--- src/rtl/logic_gate_unit.sv ---
`timescale 1ns/1ps
// logic_gate_unit
//   Two-stage streaming reducer. NUM_IN operands of WIDTH bits are combined
//   bitwise by a per-beat function (OR/AND/XOR/NOR/NAND/XNOR/pass/invert of
//   operand 0). Beats flagged with in_acc are folded into a sticky OR
//   accumulator, and a saturating counter tracks how many were folded.
//
// Ports
//   clk, rst_n           clock, asynchronous active-low reset
//   in_valid/in_ready    input handshake
//   in_data              NUM_IN operands, operand k at [k*WIDTH +: WIDTH]
//   in_op                function select, captured with the beat
//   in_acc               fold this beat into the accumulator
//   acc_clear            synchronous accumulator/count clear
//   out_valid/out_ready  output handshake
//   out_data             result (or accumulated value for acc beats)
//   out_any              reduction OR of out_data
//   out_count            folded-beat count including this beat (0 for non-acc)
module logic_gate_unit #(
  parameter int WIDTH  = 8,
  parameter int NUM_IN = 4,
  parameter int CNT_W  = 8
) (
  input  logic                    clk,
  input  logic                    rst_n,
  input  logic                    in_valid,
  output logic                    in_ready,
  input  logic [NUM_IN*WIDTH-1:0] in_data,
  input  logic [2:0]              in_op,
  input  logic                    in_acc,
  input  logic                    acc_clear,
  output logic                    out_valid,
  input  logic                    out_ready,
  output logic [WIDTH-1:0]        out_data,
  output logic                    out_any,
  output logic [CNT_W-1:0]        out_count
);

  localparam logic [2:0] OP_OR   = 3'd0;
  localparam logic [2:0] OP_AND  = 3'd1;
  localparam logic [2:0] OP_XOR  = 3'd2;
  localparam logic [2:0] OP_NOR  = 3'd3;
  localparam logic [2:0] OP_NAND = 3'd4;
  localparam logic [2:0] OP_XNOR = 3'd5;
  localparam logic [2:0] OP_PASS = 3'd6;

  localparam logic [CNT_W-1:0] CNT_ONE = {{(CNT_W-1){1'b0}}, 1'b1};

  // in_ready is held low until the first edge after reset release
  logic rdy_en_q;

  logic             s1_valid_q, s1_valid_d;
  logic [WIDTH-1:0] s1_res_q,   s1_res_d;
  logic             s1_acc_q,   s1_acc_d;

  logic             s2_valid_q, s2_valid_d;
  logic [WIDTH-1:0] out_data_q, out_data_d;
  logic [CNT_W-1:0] out_count_q, out_count_d;
  logic [WIDTH-1:0] acc_q, acc_d;
  logic [CNT_W-1:0] cnt_q, cnt_d;

  logic [WIDTH-1:0] red_or, red_and, red_xor, func_res;
  logic             s2_adv, s1_load, accept;
  logic [WIDTH-1:0] acc_base, acc_sum;
  logic [CNT_W-1:0] cnt_base, cnt_inc;

  always_comb begin
    red_or   = '0;
    red_and  = '1;
    red_xor  = '0;
    for (int k = 0; k < NUM_IN; k++) begin
      red_or  = red_or  | in_data[k*WIDTH +: WIDTH];
      red_and = red_and & in_data[k*WIDTH +: WIDTH];
      red_xor = red_xor ^ in_data[k*WIDTH +: WIDTH];
    end
    func_res = '0;
    case (in_op)
      OP_OR:   func_res = red_or;
      OP_AND:  func_res = red_and;
      OP_XOR:  func_res = red_xor;
      OP_NOR:  func_res = ~red_or;
      OP_NAND: func_res = ~red_and;
      OP_XNOR: func_res = ~red_xor;
      OP_PASS: func_res = in_data[WIDTH-1:0];
      default: func_res = ~in_data[WIDTH-1:0];
    endcase
  end

  // Ready chain: in_ready depends combinationally on out_ready only.
  always_comb begin
    s2_adv   = !s2_valid_q || out_ready;
    s1_load  = !s1_valid_q || s2_adv;
    in_ready = rdy_en_q && s1_load;
    accept   = in_valid && in_ready;
  end

  always_comb begin
    s1_valid_d = s1_valid_q;
    s1_res_d   = s1_res_q;
    s1_acc_d   = s1_acc_q;
    if (s1_load) begin
      s1_valid_d = accept;
      if (accept) begin
        s1_res_d = func_res;
        s1_acc_d = in_acc;
      end
    end
  end

  // A clear on the same edge as an acc beat loading S2 wipes the old value
  // first, so the beat starts a fresh accumulation.
  always_comb begin
    acc_base    = acc_clear ? '0 : acc_q;
    cnt_base    = acc_clear ? '0 : cnt_q;
    acc_sum     = acc_base | s1_res_q;
    cnt_inc     = (cnt_base == '1) ? cnt_base : cnt_base + CNT_ONE;
    s2_valid_d  = s2_valid_q;
    out_data_d  = out_data_q;
    out_count_d = out_count_q;
    acc_d       = acc_base;
    cnt_d       = cnt_base;
    if (s2_adv) begin
      s2_valid_d = s1_valid_q;
      if (s1_valid_q) begin
        if (s1_acc_q) begin
          acc_d       = acc_sum;
          cnt_d       = cnt_inc;
          out_data_d  = acc_sum;
          out_count_d = cnt_inc;
        end else begin
          out_data_d  = s1_res_q;
          out_count_d = '0;
        end
      end
    end
  end

  always_ff @(posedge clk or negedge rst_n) begin
    if (!rst_n) begin
      rdy_en_q    <= 1'b0;
      s1_valid_q  <= 1'b0;
      s1_res_q    <= '0;
      s1_acc_q    <= 1'b0;
      s2_valid_q  <= 1'b0;
      out_data_q  <= '0;
      out_count_q <= '0;
      acc_q       <= '0;
      cnt_q       <= '0;
    end else begin
      rdy_en_q    <= 1'b1;
      s1_valid_q  <= s1_valid_d;
      s1_res_q    <= s1_res_d;
      s1_acc_q    <= s1_acc_d;
      s2_valid_q  <= s2_valid_d;
      out_data_q  <= out_data_d;
      out_count_q <= out_count_d;
      acc_q       <= acc_d;
      cnt_q       <= cnt_d;
    end
  end

  assign out_valid = s2_valid_q;
  assign out_data  = out_data_q;
  assign out_any   = |out_data_q;
  assign out_count = out_count_q;

endmodule

--- config.mk ---
export PLATFORM = sky130hd
export DESIGN_NAME = logic_gate_unit
export DESIGN_NICKNAME = d
export VERILOG_FILES = /design/src/rtl/logic_gate_unit.sv
export SDC_FILE = /design/constraint.sdc
export NUM_CORES = 1
export LEC_CHECK = 0
export BUFFER_PORTS_ARGS = -buffer_cell sky130_fd_sc_hd__buf_2
export CAP_MARGIN = 25
export CORE_ASPECT_RATIO = 0.75
export CORE_MARGIN = 8
export CORE_UTILIZATION = 50
export DETAILED_ROUTE_END_ITERATION = 10
export PLACE_DENSITY = 0.83
export RECOVER_POWER = 50
export SYNTH_ARGS = -nofsm -noshare
export SYNTH_HDL_FRONTEND = slang
export SYNTH_SLANG_ARGS = --single-unit
--- constraint.sdc ---
create_clock -name clk -period 1.6 [get_ports clk]
set_input_delay 0.4 -clock clk [delete_from_list [all_inputs] [get_ports clk]]
set_output_delay 0.4 -clock clk [all_outputs]
set_load 0.005 [all_outputs]
==> results.toml, run 1 <==
[run_status]
run_status = "finished, final reports clean"

[global_routing]
grt_max_degree = 45
grt-ovfl-total = 0
use_met2 = 0.294
grt.met3_usage = 0.0411
grt_pass1_wl_um = 12300
grtUsageTotal = 0.173
grt-busiest-layer = "met2"
grt_pass1_vias = 2715
antenna_found_initial = 0
use_met1 = 0.218

[hold_path]
holdPathEnd = "s1_valid_q"
whs_path_depth = 3
hold_start = "in_valid"
hp-class = "input pin to flip-flop"

[clock_network]
cts_tree = "done"
cts_hold_buf = 0
numCtsBuffers = 5
clk_latency_ns = 0.29
h-tree-depth = 2
cts-root-buf = "clkbuf_8"
clockBufferDepth = 2
path_clk_slew_ns = 0.08
cts_sinks = 44

[finish]
post_route_cells_drive_above_1_share = 0.241
syn2layout_area_growth_pct = 20.6
antenna_cells = 0
final_common_cell = "buf_2"
nets = 446
fillers = 490
fin_cells = 468
most-common-layout-cells = "buf_2 (53), dfrtp_1 (44), nand2_1 (29), mux2i_1 (27), inv_1 (25)"

[placed_design]
gp_congestion = 0.879
dpl.cell_count = 459
port_buffers = 59
dpl.hpwl_um = 5500

[sta]
worst_pin_slew_ns = 1.09
slew_viol_final = 0
finClkSkew_ns = 0.00883
setup_violations = 0
slew_headroom = 0.276
final-hold-violation-count = 0
fin_crit_sh = 0.983
rsz0062_at_grt = "true"
period_needed_ns = 1.57
fmax_mhz = 636

[worst_setup_path]
required_ns = 1.20
rr_endpoint = "cnt_q[3]"
arrival_ns = 1.17
cp_slowest_cell = "dfrtp_1"
cp_top_family = "flip-flops"
path_buf_inv = 1
path_class = "flip-flop to output port"
end_kind = "output port"
crit_chain = "nor4_2 -> nand2_1 -> buf_2"
ff2ff_path_depth = 3
startpoint = "out_data[2]"
crit_path_start_kind = "flip-flop"
slowest_delay_ns = 0.41
path_max_fanout = 3
r2r_start = "s1_acc_q"
r2r_slack_ns = 0.12

[route]
ant_nets = 0
drt_iter0_drc = 199
vias = 2592
dr.pass1.iters = 4
wl_per_cell_um = 15.4
via_per_inst = 5.54
post-route-drc-count = 0
wl_um = 7220

[power]
power.leakage_nw = 1.69
clkPwrFrac = 0.249
finalPower_w = 0.00285
p_int_w = 0.00197
pwr-share-seq = 0.497
p_comb_frac = 0.254
vdd_ir_drop_max_mv = 0.402
power_density_nw_per_um2 = 809
p_sw_w = 0.000885
swShare = 0.310

[synth]
synth_area_um2 = 2920
yosys_warnings = 0
synth_fp_nets = 371
syn_avg_cell_area_um2 = 9.31
synth-seq-cells = 44
syn_inst = 314
ys_types = 51
yosysSeqAreaShare = 0.377

[floorplan]
num_rows = 24
pin_count = 60
die_y_um = 82.2
core_um2 = 5740
die_area_um2 = 8570
die_w_um = 104
start_util = 0.510

[run]
drv_cap = 0
[synthesized netlist by cell type, drive strengths merged]
| library cell | number | area [um2] |
|---|---|---|
| a211o | 1 | 8.76 |
| mux2 | 2 | 22.5 |
| conb | 1 | 3.75 |
| a31oi | 5 | 31.3 |
| a21boi | 1 | 7.51 |
| buf | 7 | 38.8 |
| clkbuf | 7 | 27.5 |
| nor3 | 2 | 10.0 |
| a211oi | 1 | 7.51 |
| or4 | 2 | 15.0 |
| o211ai | 8 | 60.1 |
| nor4 | 3 | 25.0 |
| nand4 | 3 | 18.8 |
| xor2 | 9 | 78.8 |
| nand2b | 4 | 27.5 |
| o21ai | 21 | 109 |
| a21oi | 12 | 60.1 |
| nand3 | 12 | 77.6 |
| nor2b | 6 | 37.5 |
| dfrtp | 44 | 1100 |
| a221o | 1 | 10.0 |
| nor2 | 13 | 51.3 |
| o21bai | 1 | 7.51 |
| o31ai | 3 | 22.5 |
| ha | 16 | 200 |
| a32o | 1 | 10.0 |
| nand2 | 29 | 109 |
| inv | 25 | 93.8 |
| o41ai | 1 | 16.3 |
| a21o | 1 | 7.51 |
| and3b | 2 | 17.5 |
| mux2i | 27 | 270 |
| and4 | 1 | 8.76 |
| nand3b | 3 | 22.5 |
| xnor2 | 12 | 105 |
| a311oi | 6 | 52.6 |
| and3 | 10 | 67.6 |
| and2 | 2 | 12.5 |
| a311o | 1 | 10.0 |
| nor3b | 8 | 60.1 |
[routing by layer]
metal | up-vias | share of wire | routed length (um)
li1 | 1259 | - | -
met1 | 1256 | 0.47 | 3390
met4 | 0 | 0.011 | 82
met2 | 67 | 0.46 | 3330
met3 | 10 | 0.058 | 417
met5 | - | 0 | 0
[layout make-up]
| type | count | area, um2 | area share |
|---|---|---|---|
| clock buffers | 8 | 90.1 | 0.0256 |
| inverters | 25 | 93.8 | 0.0266 |
| multi-input cells | 231 | 1690 | 0.479 |
| flip-flops and latches | 44 | 1100 | 0.312 |
| well taps | 78 | 97.6 | 0.0277 |
| repair buffers | 82 | 454 | 0.129 |
[worst max-delay path by stage]
stage                        endpoint  slack [ns]  cells after the start
final                         out_any        0.03                      3
after global routing          out_any       -0.07                      3
after CTS                     out_any        0.01                      3
after detailed placement  s1_res_q[2]       -0.06                      7
after global placement    s1_res_q[6]       -0.01                      7
after floorplan           s1_res_q[0]        0.16                      6
[cells by family (layout without fill, tap and decap cells)]
family / Yosys count / after routing / share of synthesized area
xor+xnor: 21 / 21 / 0.0629
fa+ha+maj: 16 / 16 / 0.0685
buf+inv: 39 / 115 / 0.0548
mux: 29 / 29 / 0.100
compound gates: 64 / 64 / 0.144
flops: 44 / 44 / 0.377
other cells: 1 / 1 / 0.00128
simple gates: 100 / 100 / 0.192
[power groups by stage]
stage / Clock (W) / Sequential, W / Combinational, W
floorplan: 0 / 0.00140 / 0.000406
global route: 0.000775 / 0.00144 / 0.000820
detailed placement: 0 / 0.00142 / 0.000724
global placement: 0 / 0.00141 / 0.000697
finish: 0.000711 / 0.00142 / 0.000724
CTS: 0.000719 / 0.00140 / 0.000734
[flip-flops by register name, indices dropped and copies added (netlist names)]
name / flops
cnt_q: 8
out_count: 8
out_valid: 1
rdy_en_q: 1
s1_res_q: 8
acc_q: 8
s1_valid_q: 1
s1_acc_q: 1
out_data: 8
[tightest hold or removal path, stage by stage]
cell and delay, ns:
buf_2 0.09, nand2_1 0.04, nand2_1 0.05
[per-stage QoR]
stage	util	hold WS [ns]	worst slack [ns]	cell area (um2)	setup TNS, ns
after detailed placement	0.598	0.395	-0.0613	3430	-0.185
after floorplan	-	0.104	0.156	2920	0
after global placement	0.598	0.392	-0.0128	3430	-0.0184
after CTS	0.615	0.0832	0.0111	3520	0
final	0.615	0.336	0.0269	3520	0
after global routing	0.615	0.333	-0.0678	3520	-0.0807
[what timing repair did]
item	CTS	global route
pin swaps	0	4
endpoints found under the setup margin	1	7
gates resized for setup	0	5
buffers inserted	1	0
Power figures use the tool's default switching activity.
==> inputs of run 2 (changes only) <==
--- a/config.mk
+++ b/config.mk
@@ -11,7 +11,7 @@
 export CORE_MARGIN = 8
 export CORE_UTILIZATION = 50
 export DETAILED_ROUTE_END_ITERATION = 10
-export PLACE_DENSITY = 0.83
+export PLACE_DENSITY = 0.84
 export RECOVER_POWER = 50
 export SYNTH_ARGS = -nofsm -noshare
 export SYNTH_HDL_FRONTEND = slang
==> run 2 against run 1 <==
Power hardly changed. Clock-buffer cell count is 2 lower. Global-route usage is 0.059 points lower. Clock skew is 0.0051 ns lower. Fmax is 0.75% higher. Register-to-register slack worse by 0.02 ns. Critical path type unchanged. Highest routed layer unchanged.
==> results.toml, run 2 (synthesized netlist as in run 1, its figures left out) <==
[floorplan]
die_area_um2 = 8570
die_y_um = 82.2
core_um2 = 5740
start_util = 0.510
die_w_um = 104
pin_count = 60
num_rows = 24

[worst_setup_path]
end_kind = "output port"
required_ns = 1.20
startpoint = "out_data[5]"
r2r_slack_ns = 0.10
rr_endpoint = "out_count[5]"
r2r_start = "cnt_q[0]"
path_class = "flip-flop to output port"
path_max_fanout = 3
crit_path_start_kind = "flip-flop"
arrival_ns = 1.16
ff2ff_path_depth = 4

[sta]
final-hold-violation-count = 0
worst_pin_slew_ns = 1.06
slew_headroom = 0.290
setup_violations = 0
fmax_mhz = 640
period_needed_ns = 1.56
fin_crit_sh = 0.976
finClkSkew_ns = 0.00371
hold_slack_ns = 0.275
rsz0062_at_grt = "true"
slew_viol_final = 0

[global_routing]
grt_pass1_vias = 2662
grtUsageTotal = 0.173
grt_pass1_wl_um = 12200
grt_max_degree = 27
antenna_found_initial = 0
grt-ovfl-total = 0

[finish]
nets = 446
post_route_cells_drive_above_1_share = 0.246
most-common-layout-cells = "buf_2 (52), dfrtp_1 (44), nand2_1 (29), mux2i_1 (27), inv_1 (25)"
syn2layout_area_growth_pct = 20.6
fin_cells = 468
final_common_cell = "buf_2"
antenna_cells = 0

[clock_network]
clk_latency_ns = 0.29
clockBufferDepth = 2
cts_sinks = 44
numCtsBuffers = 5
cts-root-buf = "clkbuf_8"
cts_hold_buf = 0
cts_tree = "done"
h-tree-depth = 2
path_clk_slew_ns = 0.08

[placed_design]
port_buffers = 59
gp_congestion = 0.884
dpl.cell_count = 459
dpl.hpwl_um = 5730

[route]
dr.pass1.iters = 4
wl_um = 7300
wl_per_cell_um = 15.6
via_per_inst = 5.55
vias = 2599
post-route-drc-count = 0
drt_iter0_drc = 125
ant_nets = 0

[run]
drv_cap = 0

[run_status]
run_status = "finished, final reports clean"

[hold_path]
hp-class = "input pin to asynchronous set/reset pin"

[power]
power_density_nw_per_um2 = 809
vdd_ir_drop_max_mv = 0.541
power.leakage_nw = 1.68
run 2: cell count changes in the layout (fill, tap and decap cells not counted):
cell      delta
buf_2        -1
nor4_2       +1
clkbuf_2     -1
nor3_2       +1
nor4_4       -1
nor3_1       -1
clkbuf_4     +1
clkinv_2     +2
buf_1        +1
clkbuf_1     -2
run 2: stage by stage:
step	setup slack, ns	cell area, um2	setup TNS [ns]	power [W]	utilization
4_1_cts	0.0188	3520	0	0.00286	0.614
3_5_place_dp	-0.0809	3430	-0.366	0.00215	0.598
3_3_place_gp	-0.0403	3430	-0.0403	0.00211	0.598
6_report	0.0385	3520	0	0.00285	0.615
2_1_floorplan	0.156	2920	0	0.00180	-
5_1_grt	-0.0372	3520	-0.0695	0.00302	0.615
run 2: repair_timing:
action | CTS | global route
buffers inserted | 0 | 1
endpoints found under the setup margin | 0 | 7
gates resized for setup | 0 | 5
run 2: power breakdown:
| group | internal [W] | switching (W) |
|---|---|---|
| Combinational | 0.000349 | 0.000380 |
| Sequential | 0.00127 | 0.000144 |
| Clock | 0.000345 | 0.000367 |
run 2: layout make-up:
| type | instances | area (um2) |
|---|---|---|
| tap | 78 | 97.6 |
| multi-input combinational | 231 | 1680 |
| inverter | 25 | 93.8 |
| clock buffer | 6 | 82.6 |
| sequential | 44 | 1100 |
| clock inverter | 2 | 10.0 |
| timing repair buffer | 82 | 455 |
| fill | 494 | 2210 |
run 2: routing by layer:
| metal | wire [um] | part of all wire | GRT usage |
|---|---|---|---|
| met2 | 3470 | 0.48 | 0.299 |
| met4 | 86 | 0.012 | 0.0460 |
| met5 | 0 | 0 | 0 |
| met3 | 572 | 0.078 | 0.0434 |
| met1 | 3170 | 0.43 | 0.214 |
run 2: critical path, cell delays in order (launching register included):
cell	delay, ns
dfrtp_1	0.41
nor4_2	0.26
nand2_1	0.07
buf_2	0.13
run 2: worst max path at each step:
stage	endpoint	cells past startpoint	slack, ns
floorplan	s1_res_q[0]	6	0.16
global placement	s1_res_q[6]	7	-0.04
detailed placement	s1_res_q[6]	7	-0.08
CTS	in_ready	3	0.02
global route	out_any	3	-0.04
finish	out_any	3	0.04
